`src/rtl/button_enable_gen_pkg.sv`:
```
// rtl/button_enable_gen_pkg.sv - shared front-panel state encoding and helpers
package button_enable_gen_pkg;

    typedef enum logic [1:0] {
        ST_IDLE       = 2'd0,
        ST_PRESS_DB   = 2'd1,
        ST_HELD       = 2'd2,
        ST_RELEASE_DB = 2'd3
    } btn_state_t;

    function automatic int max_int(input int a, input int b);
        return (a > b) ? a : b;
    endfunction

endpackage

```
`src/rtl/sync_2ff.sv`:
```
// rtl/sync_2ff.sv - two-flop synchroniser with synchronous reset to 0
module sync_2ff (
    input  logic clock,
    input  logic reset,
    input  logic d,
    output logic q
);

    logic meta;

    // Two back-to-back flops give the asynchronous input time to settle.
    always_ff @(posedge clock) begin
        if (reset) begin
            meta <= 1'b0;
            q    <= 1'b0;
        end else begin
            meta <= d;
            q    <= meta;
        end
    end

endmodule

```
`src/rtl/button_enable_gen.sv`:
```
// rtl/button_enable_gen.sv - debounced push-button to single-cycle enable pulses
module button_enable_gen
    import button_enable_gen_pkg::*;
#(
    parameter int DEBOUNCE_CYCLES = 4,
    parameter int REPEAT_DELAY    = 10,
    parameter int REPEAT_PERIOD   = 3
) (
    input  logic clock,
    input  logic reset,
    input  logic btn_in,
    input  logic repeat_en,
    output logic enable_out,
    output logic btn_level
);

    localparam int DB_W    = $clog2(DEBOUNCE_CYCLES + 1);
    localparam int RPT_MAX = max_int(REPEAT_DELAY, REPEAT_PERIOD);
    localparam int RPT_W   = $clog2(RPT_MAX + 1);

    localparam logic [DB_W-1:0]  DB_TARGET = DB_W'(DEBOUNCE_CYCLES);
    localparam logic [DB_W-1:0]  DB_ONE    = DB_W'(1);
    localparam logic [RPT_W-1:0] RPT_SAT   = RPT_W'(RPT_MAX);

    btn_state_t       state;
    logic             btn_s;
    logic [DB_W-1:0]  db_cnt;
    logic [RPT_W-1:0] rpt_cnt;
    logic             first_done;
    logic [31:0]      rpt_thr;
    logic             rpt_hit;

    sync_2ff u_sync (
        .clock (clock),
        .reset (reset),
        .d     (btn_in),
        .q     (btn_s)
    );

    // Repeat threshold: initial delay until the first repeat, then the period.
    // A pulse in the previous cycle blocks a hit so pulses never touch.
    always_comb begin
        rpt_thr = first_done ? 32'(REPEAT_PERIOD) : 32'(REPEAT_DELAY);
        rpt_hit = !enable_out && ((32'(rpt_cnt) + 32'd1) >= rpt_thr);
    end

    // Debounce/repeat FSM with both timers and the registered outputs.
    always_ff @(posedge clock) begin
        if (reset) begin
            state      <= ST_IDLE;
            db_cnt     <= '0;
            rpt_cnt    <= '0;
            first_done <= 1'b0;
            enable_out <= 1'b0;
            btn_level  <= 1'b0;
        end else begin
            enable_out <= 1'b0;
            case (state)
                ST_IDLE: begin
                    if (btn_s) begin
                        state  <= ST_PRESS_DB;
                        db_cnt <= DB_ONE;
                    end
                end
                ST_PRESS_DB: begin
                    if (!btn_s) begin
                        state <= ST_IDLE;
                    end else if (db_cnt == DB_TARGET) begin
                        state      <= ST_HELD;
                        enable_out <= 1'b1;
                        btn_level  <= 1'b1;
                        rpt_cnt    <= '0;
                        first_done <= 1'b0;
                    end else begin
                        db_cnt <= db_cnt + DB_ONE;
                    end
                end
                ST_HELD: begin
                    if (!btn_s) begin
                        state  <= ST_RELEASE_DB;
                        db_cnt <= DB_ONE;
                    end else if (!repeat_en) begin
                        rpt_cnt    <= '0;
                        first_done <= 1'b0;
                    end else if (rpt_hit) begin
                        enable_out <= 1'b1;
                        rpt_cnt    <= '0;
                        first_done <= 1'b1;
                    end else if (rpt_cnt != RPT_SAT) begin
                        rpt_cnt <= rpt_cnt + RPT_W'(1);
                    end
                end
                ST_RELEASE_DB: begin
                    if (btn_s) begin
                        state <= ST_HELD;
                    end else if (db_cnt == DB_TARGET) begin
                        state     <= ST_IDLE;
                        btn_level <= 1'b0;
                    end else begin
                        db_cnt <= db_cnt + DB_ONE;
                    end
                end
                default: state <= ST_IDLE;
            endcase
        end
    end

endmodule

```
`config.mk`:
```
export PLATFORM = sky130hd
export DESIGN_NAME = button_enable_gen
export DESIGN_NICKNAME = d
export VERILOG_FILES = /design/src/rtl/button_enable_gen_pkg.sv /design/src/rtl/sync_2ff.sv /design/src/rtl/button_enable_gen.sv
export SDC_FILE = /design/constraint.sdc
export NUM_CORES = 1
export LEC_CHECK = 0
export CAP_MARGIN = 20
export CORE_MARGIN = 2
export CORE_UTILIZATION = 41
export CTS_CLUSTER_DIAMETER = 200
export DETAILED_ROUTE_END_ITERATION = 6
export GPL_TIMING_DRIVEN = 1
export MAX_ROUTING_LAYER = met4
export PLACE_DENSITY_LB_ADDON = 0.05
export REMOVE_ABC_BUFFERS = 1
export SLEW_MARGIN = 20
export SYNTH_ARGS = -nofsm -noshare
export SYNTH_HDL_FRONTEND = slang
export SYNTH_SLANG_ARGS = --single-unit
export TNS_END_PERCENT = 20
```
`constraint.sdc`:
```
create_clock -name clock -period 2.1 [get_ports clock]
set_clock_uncertainty 0.2 [all_clocks]
set_input_delay 0.21 -clock clock [delete_from_list [all_inputs] [get_ports clock]]
set_output_delay 0.21 -clock clock [all_outputs]
set_load 0.01 [all_outputs]
```
==> qor.yml <==
status: "finished clean"
grt_max_degree: 12
n_antenna_cell: 0
dr.first_iter.drc_count: 17
wl_um: 1710
critical_path.top_delay_family: "compound AO/OA/AOI/OAI gates"
hpwl_um: 1320
synth_edf_count: 0
antenna_found_initial: 0
crit_chain: "ha_1 -> o211ai_2 -> a22oi_2 -> nor2b_2 -> xnor2_1 -> a211oi_2"
synth-xor-area-share_pct: 2.87
synth.area.mux_share_pct: 1.09
grt_pass1_wl_um: 2990
slew_headroom_pct: 73.7
setup_tns_ns: 0
drc_errors: 0
cap_violations: 0
fin_area_sq_um: 1020
placed_area_sq_um: 985
max_freq_ghz: 0.518
wl_per_cell_um: 12.6
grt_pass1_vias: 663
crit_path_start_kind: "register"
layout.nets: 122
power_density_nw_per_um2: 574
setup-violations-final: 0
die-area_sq_um: 2620
start_util_pct: 42.2
crit_buf_inv: 0
critPathCaptureType: "register"
synth_compound_area_share_pct: 25.4
rrSetupSlack_ns: 0.17
cts_buffers: 3
yosysSeqAreaShare_pct: 30.6
rsz0062_at_grt: "no"
yosysWarnings: 0
gp_congestion: 0.771
cp_slowest_stage_delay_ns: 0.43
num_vias: 691
fill_cells: 220
port_buffers: 5
cpMaxStageDelayCell: "dfxtp_1"
worstSkewPairLatency_ns: 0.29
cts.sinks: 14
tightest_slew_ns: 0.394
whs_endpoint: "u_sync.q"
synth_area_sq_um: 915
yosys_register_bits: 14
syn_area_per_cell_sq_um: 9.15
syn_to_final_growth_pct: 11.8
layout-drive-gt1-share_pct: 15.0
hold_viol_final: 0
seq_area_sq_um: 282
r2r-start: "state[0]"
r2r_cells: 6
clockBufferDepth: 2
clk_pin_slew_ns: 0.10
cp.arrival_ns: 1.95
grt.overflow.total: 0
ant_nets: 0
async_reset_ff_share_pct: 0
core_area_sq_um: 2170
min_path_cells: 1
synth_top_family_by_area: "compound AO/OA/AOI/OAI gates"
slew_viol_final: 0
multiInputGateArea_sq_um: 582
r2r_end: "db_cnt[2]"
drtPass1Iterations: 4
cts_tree: "built"
synth-adder-area-share_pct: 13.7
ios: 6
fin_crit_sh_pct: 91.9
required_ns: 2.12
row_count: 17
cp_max_fo: 9
hold_path.class: "reg2reg"
post_cts_buffers: 0
drt-vias-per-instance: 5.12
cts.hold.buffers_added: 0
yosys.area_share.simple_pct: 20.5
root_buffer: "clkbuf_4"
p_leak_nw: 0.383
die_h_um: 51.2
finalCriticalPeriod_ns: 1.93
track_usage_pct: 15.7
worst-setup-path-type: "reg2reg"
die_x_um: 51.2
max-vdd-ir-drop_mv: 0.329
hp-start: "u_sync.meta"
htreeDepth: 1
ys.flop_type: "dfxtp_1"
synthCells: 100
yosysUniqueCellTypes: 38
## worst max-delay path by stage
stage	startpoint	to	cells after the start
global route	rpt_cnt[2]	rpt_cnt[0]	8
CTS	rpt_cnt[2]	rpt_cnt[0]	8
global placement	rpt_cnt[2]	rpt_cnt[0]	8
floorplan	rpt_cnt[2]	enable_out	8
detailed placement	rpt_cnt[2]	rpt_cnt[2]	8
finish	state[0]	db_cnt[2]	6
## cells in the mapped netlist (all sizes together) (2+ instances only)
library cell	instances	area share, %
ha	10	14
a211oi	3	3.0
a31oi	4	4.4
dfxtp	14	31
nand2	5	2.1
nand3	2	1.1
buf	2	2.1
nor3	3	2.2
o21ai	4	2.6
inv	8	3.3
xnor2	3	2.9
nor2	9	3.7
a21oi	4	2.2
nor2b	6	4.4
a21boi	2	1.6
o22ai	4	3.4
nor3b	3	2.5
nand2b	2	1.4
## flip-flops by register name (all words and copies together), names as in the netlist, named ones only
register     flops
db_cnt           3
state            1
rpt_cnt          4
btn_level        1
first_done       1
u_sync.meta      1
enable_out       1
u_sync.q         1
## where the power goes
| group | total, mW | switching (mW) | internal (mW) |
|---|---|---|---|
| sequential | 0.284 | 0.00965 | 0.274 |
| combinational | 0.102 | 0.0598 | 0.0419 |
| clock | 0.202 | 0.0960 | 0.106 |
| total | 0.587 | 0.165 | 0.421 |
## logic make-up after synthesis
family          after synthesis
simple gates                 33
compound gates               28
flops                        14
buf+inv                      11
fa+ha+maj                    10
xor+xnor                      3
mux                           1
## layout by cell type, fill, tap and decap left out, drive strengths merged, types with 4 or more instances in the layout
cell	instances
clkbuf	4
clkdlybuf4s50	5
nand2	5
ha	10
o22ai	4
inv	8
nor2	9
nor2b	6
o21ai	4
dfxtp	14
a21oi	4
a31oi	4
## worst register-to-register path, stage by stage, from the launching register on
cell and delay (ns):
dfxtp_1 0.43, ha_1 0.39, o211ai_2 0.14, a22oi_2 0.31, nor2b_2 0.08, xnor2_1 0.13
a211oi_2 0.19
## through the flow
step	cells	utilization, %	hold slack (ns)	worst slack (ns)	total power, mW
6_report	135	47.1	0.248	0.170	0.587
2_1_floorplan	97	-	0.0746	0.330	0.363
3_3_place_gp	131	45.4	0.225	0.153	0.391
5_1_grt	135	47.1	0.278	0.0112	0.617
4_1_cts	135	47.1	0.247	0.103	0.592
3_5_place_dp	131	45.4	0.224	0.134	0.391
## what timing repair did
item | CTS | global route
setup endpoints to repair | 0 | 4
hold endpoints to repair | 0 | 0
resized for setup | 0 | 1
## routing by layer
layer / share of wire (%) / up-vias / track usage, %
li1: - / 369 / -
met5: 0 / - / -
met1: 51 / 307 / 20.3
met4: 0.76 / 0 / 3.95
met3: 3.9 / 2 / 5.26
met2: 44 / 13 / 23.8
## layout make-up
| type | instances | area share, % |
|---|---|---|
| flip-flops and latches | 14 | 27.5 |
| repair buffers | 6 | 5.63 |
| multi-input cells | 75 | 56.9 |
| inverters | 8 | 2.94 |
| well taps | 28 | 3.43 |
| clock buffers | 4 | 3.55 |
No activity file was read; power rests on OpenSTA's default activity.
